$ cat src/rtl/systolic_operand_feeder.sv
// Operand feeder for a 2x2 output-stationary systolic array: buffers one pending
// operand pair and streams the active pair onto the array edges with diagonal skew.
module systolic_operand_feeder #(
  parameter int OP_WIDTH     = 8,
  parameter int DRAIN_CYCLES = 2
) (
  input  logic                  clk,
  input  logic                  reset,
  input  logic                  in_valid,
  output logic                  in_ready,
  input  logic [4*OP_WIDTH-1:0] in_a,
  input  logic [4*OP_WIDTH-1:0] in_b,
  output logic [OP_WIDTH-1:0]   a_row0,
  output logic [OP_WIDTH-1:0]   a_row1,
  output logic [OP_WIDTH-1:0]   b_col0,
  output logic [OP_WIDTH-1:0]   b_col1,
  output logic [1:0]            a_vld,
  output logic [1:0]            b_vld,
  output logic                  clear_acc,
  output logic                  busy,
  output logic                  done
);

  localparam logic [2:0] IDLE  = 3'd0;
  localparam logic [2:0] CLEAR = 3'd1;
  localparam logic [2:0] FEED  = 3'd2;
  localparam logic [2:0] DRAIN = 3'd3;
  localparam logic [2:0] DONE  = 3'd4;

  localparam logic [3:0] DRAIN_LAST = 4'(DRAIN_CYCLES - 1);

  logic [2:0]            state;
  logic [1:0]            t;
  logic [3:0]            drain_cnt;
  logic                  pend_full;
  logic [4*OP_WIDTH-1:0] pend_a, pend_b;
  logic [4*OP_WIDTH-1:0] act_a, act_b;

  function automatic logic [OP_WIDTH-1:0] elem(input logic [4*OP_WIDTH-1:0] m,
                                              input int unsigned idx);
    return m[idx*OP_WIDTH +: OP_WIDTH];
  endfunction

  always_ff @(posedge clk) begin
    // NOTE: non-blocking assignments so every register samples pre-edge values;
    // the capture and the IDLE transfer below both read the old pend_full.
    if (reset) begin
      state     <= IDLE;
      t         <= 2'd0;
      drain_cnt <= 4'd0;
      pend_full <= 1'b0;
      // NOTE: operand registers are cleared too, so no stale or X data can ever
      // reach the array edge after reset.
      pend_a    <= '0;
      pend_b    <= '0;
      act_a     <= '0;
      act_b     <= '0;
    end else begin
      if (in_valid && !pend_full) begin
        pend_a    <= in_a;
        pend_b    <= in_b;
        pend_full <= 1'b1;
      end
      case (state)
        IDLE: begin
          if (pend_full) begin
            act_a     <= pend_a;
            act_b     <= pend_b;
            pend_full <= 1'b0;
            state     <= CLEAR;
          end
        end
        CLEAR: begin
          t     <= 2'd0;
          state <= FEED;
        end
        FEED: begin
          if (t == 2'd2) begin
            t         <= 2'd0;
            drain_cnt <= 4'd0;
            state     <= DRAIN;
          end else begin
            t <= t + 2'd1;
          end
        end
        DRAIN: begin
          if (drain_cnt == DRAIN_LAST) state <= DONE;
          else drain_cnt <= drain_cnt + 4'd1;
        end
        DONE:    state <= IDLE;
        default: state <= IDLE;
      endcase
    end
  end

  // Outputs are a pure decode of registered state; element index is 2*row+col.
  always_comb begin
    // NOTE: every output gets a default first, so no path can infer a latch.
    in_ready  = ~pend_full;
    busy      = (state != IDLE);
    clear_acc = (state == CLEAR);
    done      = (state == DONE);
    a_row0    = '0;
    a_row1    = '0;
    b_col0    = '0;
    b_col1    = '0;
    a_vld     = 2'b00;
    b_vld     = 2'b00;
    if (state == FEED) begin
      case (t)
        2'd0: begin
          a_row0 = elem(act_a, 0);
          b_col0 = elem(act_b, 0);
          a_vld  = 2'b01;
          b_vld  = 2'b01;
        end
        2'd1: begin
          a_row0 = elem(act_a, 1);
          a_row1 = elem(act_a, 2);
          b_col0 = elem(act_b, 2);
          b_col1 = elem(act_b, 1);
          a_vld  = 2'b11;
          b_vld  = 2'b11;
        end
        2'd2: begin
          a_row1 = elem(act_a, 3);
          b_col1 = elem(act_b, 3);
          a_vld  = 2'b10;
          b_vld  = 2'b10;
        end
        default: ;
      endcase
    end
  end

endmodule

$ cat config.mk
export PLATFORM = sky130hd
export DESIGN_NAME = systolic_operand_feeder
export DESIGN_NICKNAME = d
export VERILOG_FILES = /design/src/rtl/systolic_operand_feeder.sv
export SDC_FILE = /design/constraint.sdc
export NUM_CORES = 1
export LEC_CHECK = 0
export ABC_AREA = 0
export CAP_MARGIN = 20
export CORE_AREA = 2 2 107 109
export DETAILED_ROUTE_END_ITERATION = 8
export DIE_AREA = 0 0 109 111
export GPL_TIMING_DRIVEN = 0
export PLACE_DENSITY = 0.79
export SLEW_MARGIN = 20
export SYNTH_ARGS = -nofsm -noshare
export SYNTH_HDL_FRONTEND = slang
export SYNTH_SLANG_ARGS = --single-unit
$ cat constraint.sdc
create_clock -name clk -period 2.45 [get_ports clk]
set_clock_uncertainty 0.05 [all_clocks]
set_input_delay 0.3675 -clock clk [delete_from_list [all_inputs] [get_ports clk]]
set_output_delay 0.3675 -clock clk [all_outputs]
set_load 0.02 [all_outputs]
==> results of run 1 <==
==> per-layer routing <==
| metal | global-route usage | vias up | wire length (um) |
|---|---|---|---|
| met5 | 0 | - | 0 |
| met4 | 0.0966 | 0 | 354 |
| met3 | 0.0647 | 32 | 933 |
| met2 | 0.431 | 193 | 7580 |
| met1 | 0.314 | 2442 | 6260 |
| li1 | - | 2585 | - |
==> layout make-up <==
class	instances	area, um2
multi-input combinational	504	2440
tap	143	179
sequential	138	2770
timing repair buffer	108	1000
buffer	55	342
clock buffer	21	480
fill	884	3650
clock inverter	11	190
inverter	6	22.5
==> worst min path at each step <==
| stage | from | endpoint | slack (ns) | cells after the start |
|---|---|---|---|---|
| floorplan | pend_a[0]$_SDFFE_PP0P_ | act_a[0]$_SDFFE_PP0P_ | 0.38 | 2 |
| detailed placement | pend_b[8]$_SDFFE_PP0P_ | act_b[8]$_SDFFE_PP0P_ | 0.40 | 2 |
| global route | pend_a[16]$_SDFFE_PP0P_ | act_a[16]$_SDFFE_PP0P_ | 0.42 | 2 |
| global placement | pend_b[27]$_SDFFE_PP0P_ | act_b[27]$_SDFFE_PP0P_ | 0.39 | 2 |
| CTS | pend_a[18]$_SDFFE_PP0P_ | act_a[18]$_SDFFE_PP0P_ | 0.40 | 2 |
| finish | pend_a[18]$_SDFFE_PP0P_ | act_a[18]$_SDFFE_PP0P_ | 0.41 | 2 |
==> through the flow <==
step	hold slack (ns)	power (mW)	instance area (um2)	worst slack, ns	std cells
global route	0.422	6.07	7420	-0.0992	986
floorplan	0.382	2.78	5480	0.367	706
CTS	0.405	5.88	7460	-0.245	985
detailed placement	0.396	3.03	6720	-0.425	955
finish	0.407	5.88	7420	0.00442	986
global placement	0.389	3.01	6720	-0.403	955
==> what timing repair did <==
action / 4_1_cts / 5_1_grt
setup buffers: 1 / 1
pin swaps: 0 / 1
gates resized for setup: 101 / 41
setup endpoints to repair: 38 / 37
==> cells in the final DEF, fill, tap and decap left out, types with 2 or more instances in the layout <==
| cell type | Yosys | routed |
|---|---|---|
| dfxtp_1 | 138 | 134 |
| nand2b_1 | 3 | 3 |
| dlygate4sd2_1 | 0 | 3 |
| buf_6 | 11 | 12 |
| nor3b_1 | 5 | 4 |
| dfxtp_2 | 0 | 4 |
| o21ai_0 | 5 | 5 |
| bufinv_16 | 0 | 5 |
| clkdlybuf4s50_1 | 0 | 70 |
| a21oi_1 | 132 | 132 |
| a22oi_1 | 32 | 31 |
| o31ai_1 | 2 | 2 |
| clkdlybuf4s15_1 | 0 | 4 |
| nor2_1 | 37 | 34 |
| a2111oi_0 | 2 | 2 |
| nand2_1 | 258 | 257 |
| clkbuf_8 | 0 | 4 |
| or4b_1 | 2 | 2 |
| buf_2 | 7 | 15 |
| nor2_2 | 0 | 3 |
| ha_4 | 0 | 2 |
| clkbuf_1 | 27 | 17 |
| clkinv_2 | 0 | 3 |
| clkbuf_2 | 0 | 10 |
| buf_1 | 10 | 10 |
| buf_4 | 3 | 7 |
| and2_1 | 3 | 3 |
| clkdlybuf4s15_2 | 0 | 8 |
| inv_1 | 6 | 6 |
| clkbuf_16 | 0 | 17 |
| ha_1 | 7 | 4 |
| nor3_1 | 2 | 2 |
| clkinv_4 | 0 | 2 |
| or3_1 | 2 | 2 |
| clkbuf_4 | 0 | 5 |
==> sequential cells by signal, summed over array words and instances (netlist names) <==
register / cells
state: 3
pend_a: 32
t: 2
pend_full: 1
act_b: 32
pend_b: 32
act_a: 32
drain_cnt: 4
==> synth_stat cells <==
master,count
a2111oi_0,2
a21oi_1,132
a22oi_1,32
a2bb2oi_1,1
a311oi_1,1
a31oi_1,1
and2_1,3
and3b_1,1
and4bb_1,1
buf_1,10
buf_2,7
buf_4,3
buf_6,11
clkbuf_1,27
dfxtp_1,138
ha_1,7
inv_1,6
nand2_1,258
nand2b_1,3
nand3_1,1
nand3b_1,1
nor2_1,37
nor2b_1,1
nor3_1,2
nor3b_1,5
nor4b_2,1
o21ai_0,5
o21ai_1,1
o31ai_1,2
o32ai_1,1
or3_1,2
or3b_2,1
or4b_1,2
==> worst max-delay path, stage by stage, from the launching register on <==
cell             delay (ns)
dfxtp_2                0.37
clkbuf_2               0.20
nor2_1                 0.27
and2_1                 0.17
clkdlybuf4s50_1        0.59
==> power breakdown <==
group | switching (mW) | internal (mW)
Sequential | 0.0651 | 2.35
Combinational | 0.342 | 0.261
Clock | 0.953 | 1.91
==> cells by family after synthesis <==
group / after synthesis
compound gates: 178
buf+inv: 64
simple gates: 319
flops: 138
fa+ha+maj: 7
==> results.md, run 1 <==
- Outcome: completed
- Worst-Skew Late Latency: 0.42 ns
- Area Growth Syn to Fin: 35.5%
- RR Endpoint: pend_b[5]$_SDFFE_PP0P_
- Setup crit end: done
- 1st-iter DRT viols: 390
- Leak: 2.71 nW
- Ratio of final minimum period to clock period: 0.998
- Routed Wire Length: 15.1 mm
- Post-synthesis adder-cell area fraction: 0.0160
- DP HPWL: roughly 11 mm
- Post-synthesis xor/xnor area fraction: 0
- Pin count of the biggest net entering global routing: 17
- R2R Path Start: pend_full$_SDFF_PP0_
- Syn_nets: 780
- Die W: 109 um
- CTS Sinks: between 100 and 150
- Vias per cell: 5.33
- CTS tree: yes
- Fraction of synthesized area in multiplexers: 0
- Tmin final: 2.45 ns
- Worst Setup Path Type: reg2out
- PD cells: 792 nW/um2
- Routability cong.: a little under 0.9
- Synth Area in Compound Gates: 0.182
- Worst Hold Class: reg2reg
- Finish-stage setup viols: 0
- First-pass DRT Iterations: 5
- Setup TNS: 0 ns
- Crit end category: output port
- Largest family of logic cells by synthesized area: simple AND/OR/NAND/NOR gates
- Core Area: 11100 um2
- Clock tree buffer depth: 2
- Worst EP arrival: approximately 2 ns
- Cell depth of the worst flop-to-flop path: 5
- Type of origin of the critical path: flip-flop
- Mean Syn Cell Area: 7.76 um2
- Cells after synthesis: just over 700
- WP data required: 2.03 ns
- Top Ports: 107
- Port bufs: 106
- Slew Limit Headroom: 0.625
- Leading area contributor after synthesis: dfxtp_1
- Worst-path fanout max: 10
- Share of post-route cells with drive strength above 1: 0.126
- Hold Vio Cnt, Final: 0
- Total die area: 12100 um2
- Site row count: 39
- Vias in the first global route: 5169
- Synth top area share: 0.504
- Post-route ant nets: 0
- Yosys reg bits: around 140
- Netlist cell types: 33
- H-tree depth: 4
- Post-synthesis sequential area ratio: 0.504
- Maximum vdd drop: 515 uV
- Global Route Usage Sum: 0.257
- Area of the mapped netlist: between 5000 and 6000 um2
- Avg WL per Cell: 15.3 um
- Clk root buf: clkbuf_16
- Initial antenna violation count: 0
- Crit path launch: state[0]$_SDFFE_PP0P_
- Max-slew violations: 0
- DIE HEIGHT: 111 um
- Post-Synth Simple-Gate Area: 0.235
- Initial core utilization: 0.495
- Synth warn: 0
- GRT Residual Overflow: 0
- Via count: approximately 5300
- Utilization after layout: 0.670
- DRC viols: 0
- Diode count: 0
- RSZ-0062 raised after global routing: yes
- Actual slew at the worst max-slew pin: 0.563 ns
- Nets: around 900
- CTS Buf Count: 17
- F_max: between 400 and 500 MHz
- Max-cap violations: 0
- Clock slew at reported path FFs: 0.06 ns
- Cts hold-fix bufs: 0
- Top post-synthesis cells by area: dfxtp_1 50%, nand2_1 18%, a21oi_1 12%, a22oi_1 4.4%, nor2_1 2.5%
- Reg2Reg Setup Slack: about 0.77 ns
- First-pass GRT wire length: ~24 mm
Note: power is estimated with default switching activity, not from simulation.
==> run 2, diff against run 1 <==
- CORE_AREA: 2 2 107 109 -> 2 2 115 95
- DIE_AREA: 0 0 109 111 -> 0 0 117 97
- DONT_BUFFER_PORTS: not set -> 1
- PLACE_DENSITY: 0.79 -> 0.7
==> run 2 against run 1 <==
Register-to-register slack got worse by 0.05 ns. Highest routed layer unchanged. Largest power group unchanged. Worst hold slack got worse by 0.38 ns. Sequential cell count unchanged. Setup slack improved by 0.071 ns. Power decreased by 0.92%. Non-clock buffer count fell by 105.
==> results.md, run 2 (same netlist as run 1, synthesis figures left out) <==
- Worst Hold Class: in2reg (was reg2reg)
- F_max: 421 MHz (was 409 MHz)
- DP Worst Slack: -0.00761 ns (was -0.425 ns)
- Switching Share: 0.237 (was 0.231)
- Core Area: 10100 um2 (was 11100 um2)
- Top Ports: 107 (unchanged)
- Port bufs: 0 (was 106)
- Sequential share of power: 0.414 (was 0.410)
- Vias in the first global route: 4556 (was 5169)
- WHS: 0.0249 ns (was 0.407 ns)
- R2R Path Start: t[0]$_SDFFE_PP0P_ (was pend_full$_SDFF_PP0_)
- Reg2Reg Setup Slack: 0.72 ns (was 0.77 ns)
- Cell depth of the worst flop-to-flop path: 5 (unchanged)
- Nets: 799 (was 904)
- WHS Endpoint: pend_a[14]$_SDFFE_PP0P_ (was act_a[18]$_SDFFE_PP0P_)
- Site row count: 33 (was 39)
- Hold Path Origin: in_a[14] (was pend_a[18]$_SDFFE_PP0P_)
- 1st-iter DRT viols: 313 (was 390)
- Crit end category: output port (unchanged)
- Grt met1 use: 0.334 (was 0.314)
- Switching pwr: 1.38 mW (was 1.36 mW)
- Routability cong.: 0.817 (was 0.887)
- DIE HEIGHT: 97 um (was 111 um)
- Fin cells: 878 (was 986)
- Tmin final: 2.37 ns (was 2.45 ns)
- DRC viols: 0 (unchanged)
- CTS Sinks: 138 (unchanged)
- RSZ-0062 raised after global routing: no (was yes)
- Routed Wire Length: 14.3 mm (was 15.1 mm)
- Crit-path most repeated cell: buf_4
- Commonest non-fill, non-tap cell in the layout: nand2_1 (unchanged)
- Met3 global-route usage: 0.0702 (was 0.0647)
- Type of origin of the critical path: flip-flop (unchanged)
- Pin count of the biggest net entering global routing: 17 (unchanged)
- Worst Hold Depth: 2 (unchanged)
- H-tree depth: 4 (unchanged)
- Worst path cell trace: buf_4 > nor3b_4 > nand2_4 > buf_6 > inv_2 > buf_4 (was clkbuf_2 > nor2_1 > and2_1 > clkdlybuf4s50_1)
- Avg WL per Cell: 16.3 um (was 15.3 um)
- Clock tree buffer depth: 2 (unchanged)
- Worst Setup Path Type: reg2out (unchanged)
- CTS tree: yes (unchanged)
- Worst path max stage delay: 0.35 ns (was 0.59 ns)
- Commonest non-fill, non-tap cells in the layout: 257 x nand2_1, 138 x dfxtp_1, 132 x a21oi_1, 32 x a22oi_1, 29 x nor2_2 (was 257 x nand2_1, 134 x dfxtp_1, 132 x a21oi_1, 70 x clkdlybuf4s50_1, 34 x nor2_1)
- Finish-stage setup viols: 0 (unchanged)
- Initial antenna violation count: 0 (unchanged)
- DP HPWL: 10.0 mm (was 10.5 mm)
- M2 GR Usage: 0.418 (was 0.431)
- PD cells: 897 nW/um2 (was 792 nW/um2)
- Initial core utilization: 0.541 (was 0.495)
- Slew Limit Headroom: 0.566 (was 0.625)
- Worst-path fanout max: 10 (unchanged)
- Clk root buf: clkbuf_16 (unchanged)
- Worst-Skew Late Latency: 0.42 ns (about the same)
- Clock slew at reported path FFs: 0.06 ns (about the same)
- Logic pwr share: 0.083 (was 0.103)
- Internal Power: 4.44 mW (was 4.52 mW)
- CTS Buf Count: 17 (unchanged)
- Leak: 2.21 nW (was 2.71 nW)
- Die W: 117 um (was 109 um)
- GR peak layer: met2 (unchanged)
- Via count: 4804 (was 5252)
- GRT Residual Overflow: 0 (unchanged)
- Filler cell count: 890 (was 884)
- Total die area: 11300 um2 (was 12100 um2)
- Share of post-route cells with drive strength above 1: 0.134 (was 0.126)
- Vias per cell: 5.47 (was 5.33)
- Ratio of final minimum period to clock period: 0.969 (was 0.998)
- First-pass DRT Iterations: 6 (was 5)
- Max-slew violations: 0 (unchanged)
- First-pass GRT wire length: 22.8 mm (was 24.2 mm)
- Outcome: completed (unchanged)
- Clock power frac: 0.503 (was 0.487)
- Slowest CP cell: dfxtp_1 (was clkdlybuf4s50_1)
- Pwr Total: 5.83 mW (was 5.88 mW)
- Placed Cells: 846 (was 955)
- Hold Vio Cnt, Final: 0 (unchanged)
- Actual slew at the worst max-slew pin: 0.650 ns (was 0.563 ns)
- Post-route ant nets: 0 (unchanged)
- Area Growth Syn to Fin: 18.6% (was 35.5%)
- Max-cap violations: 0 (unchanged)
- WP data required: 2.03 ns (about the same)
- RR Endpoint: drain_cnt[3]$_SDFFE_PP0P_ (was pend_b[5]$_SDFFE_PP0P_)
- Global Route Usage Sum: 0.261 (was 0.257)
- Post-route setup slack: 0.0752 ns (was 0.00442 ns)
- Diode count: 0 (unchanged)
- Maximum vdd drop: 550 uV (was 515 uV)
- Worst EP arrival: 1.96 ns (was 2.03 ns)
run 2: metrics by stage:
stage	setup TNS [ns]	util	instance area (um2)
after floorplan	0	-	5480
after global placement	0	0.559	5650
after detailed placement	-0.00761	0.559	5650
after CTS	-0.367	0.636	6440
after global routing	0	0.642	6500
final	0	0.642	6500
run 2: final cells by class:
cell class / instances / area, um2 / share of cell area
flip-flops and latches: 138 / 2760 / 0.425
repair buffers: 3 / 25.0 / 0.00385
well taps: 140 / 175 / 0.0270
multi-input cells: 504 / 2490 / 0.384
clock buffers: 18 / 439 / 0.0676
inverters: 6 / 22.5 / 0.00347
clock inverters: 14 / 244 / 0.0376
plain buffers: 55 / 333 / 0.0512
run 2: how the worst max path moves through the flow:
stage	from	end	cells past startpoint
after detailed placement	state[1]$_SDFFE_PP0P_	b_vld[0]	6
after CTS	t[1]$_SDFFE_PP0P_	a_row0[0]	5
final	state[1]$_SDFFE_PP0P_	b_vld[1]	6
after global routing	t[1]$_SDFFE_PP0P_	b_vld[0]	6
after floorplan	t[1]$_SDFFE_PP0P_	b_vld[0]	7
after global placement	t[1]$_SDFFE_PP0P_	b_vld[0]	7
run 2: routing by layer:
layer  vias to the layer above  part of all wire
met4                         0             0.020
met1                      2291              0.45
li1                       2372                 -
met3                        21             0.053
met5                         -                 0
met2                       120              0.48
run 2: power by group through the flow:
stage               logic [mW]  clock network [mW]  registers, mW
floorplan                0.347                   0           2.43
global placement         0.437                   0           2.45
detailed placement       0.452                   0           2.46
CTS                      0.471                2.95           2.41
global route             0.536                3.07           2.42
finish                   0.483                2.93           2.41
run 2: critical path, delay by kind of cell, from the launching register on:
family / cells / cell delay (ns)
buffers and inverters: 4 / 0.66
DFF: 1 / 0.35
and+or+nand+nor: 2 / 0.51
run 2: timing repair:
| action | 4_1_cts | 5_1_grt |
|---|---|---|
| hold buffers | 1 | 0 |
| gates resized for setup | 37 | 18 |
| pin swaps | 0 | 1 |
| endpoints found under the setup margin | 36 | 33 |
| hold endpoints to repair | 1 | 0 |
| cloned | 0 | 0 |
| setup buffers | 0 | 2 |
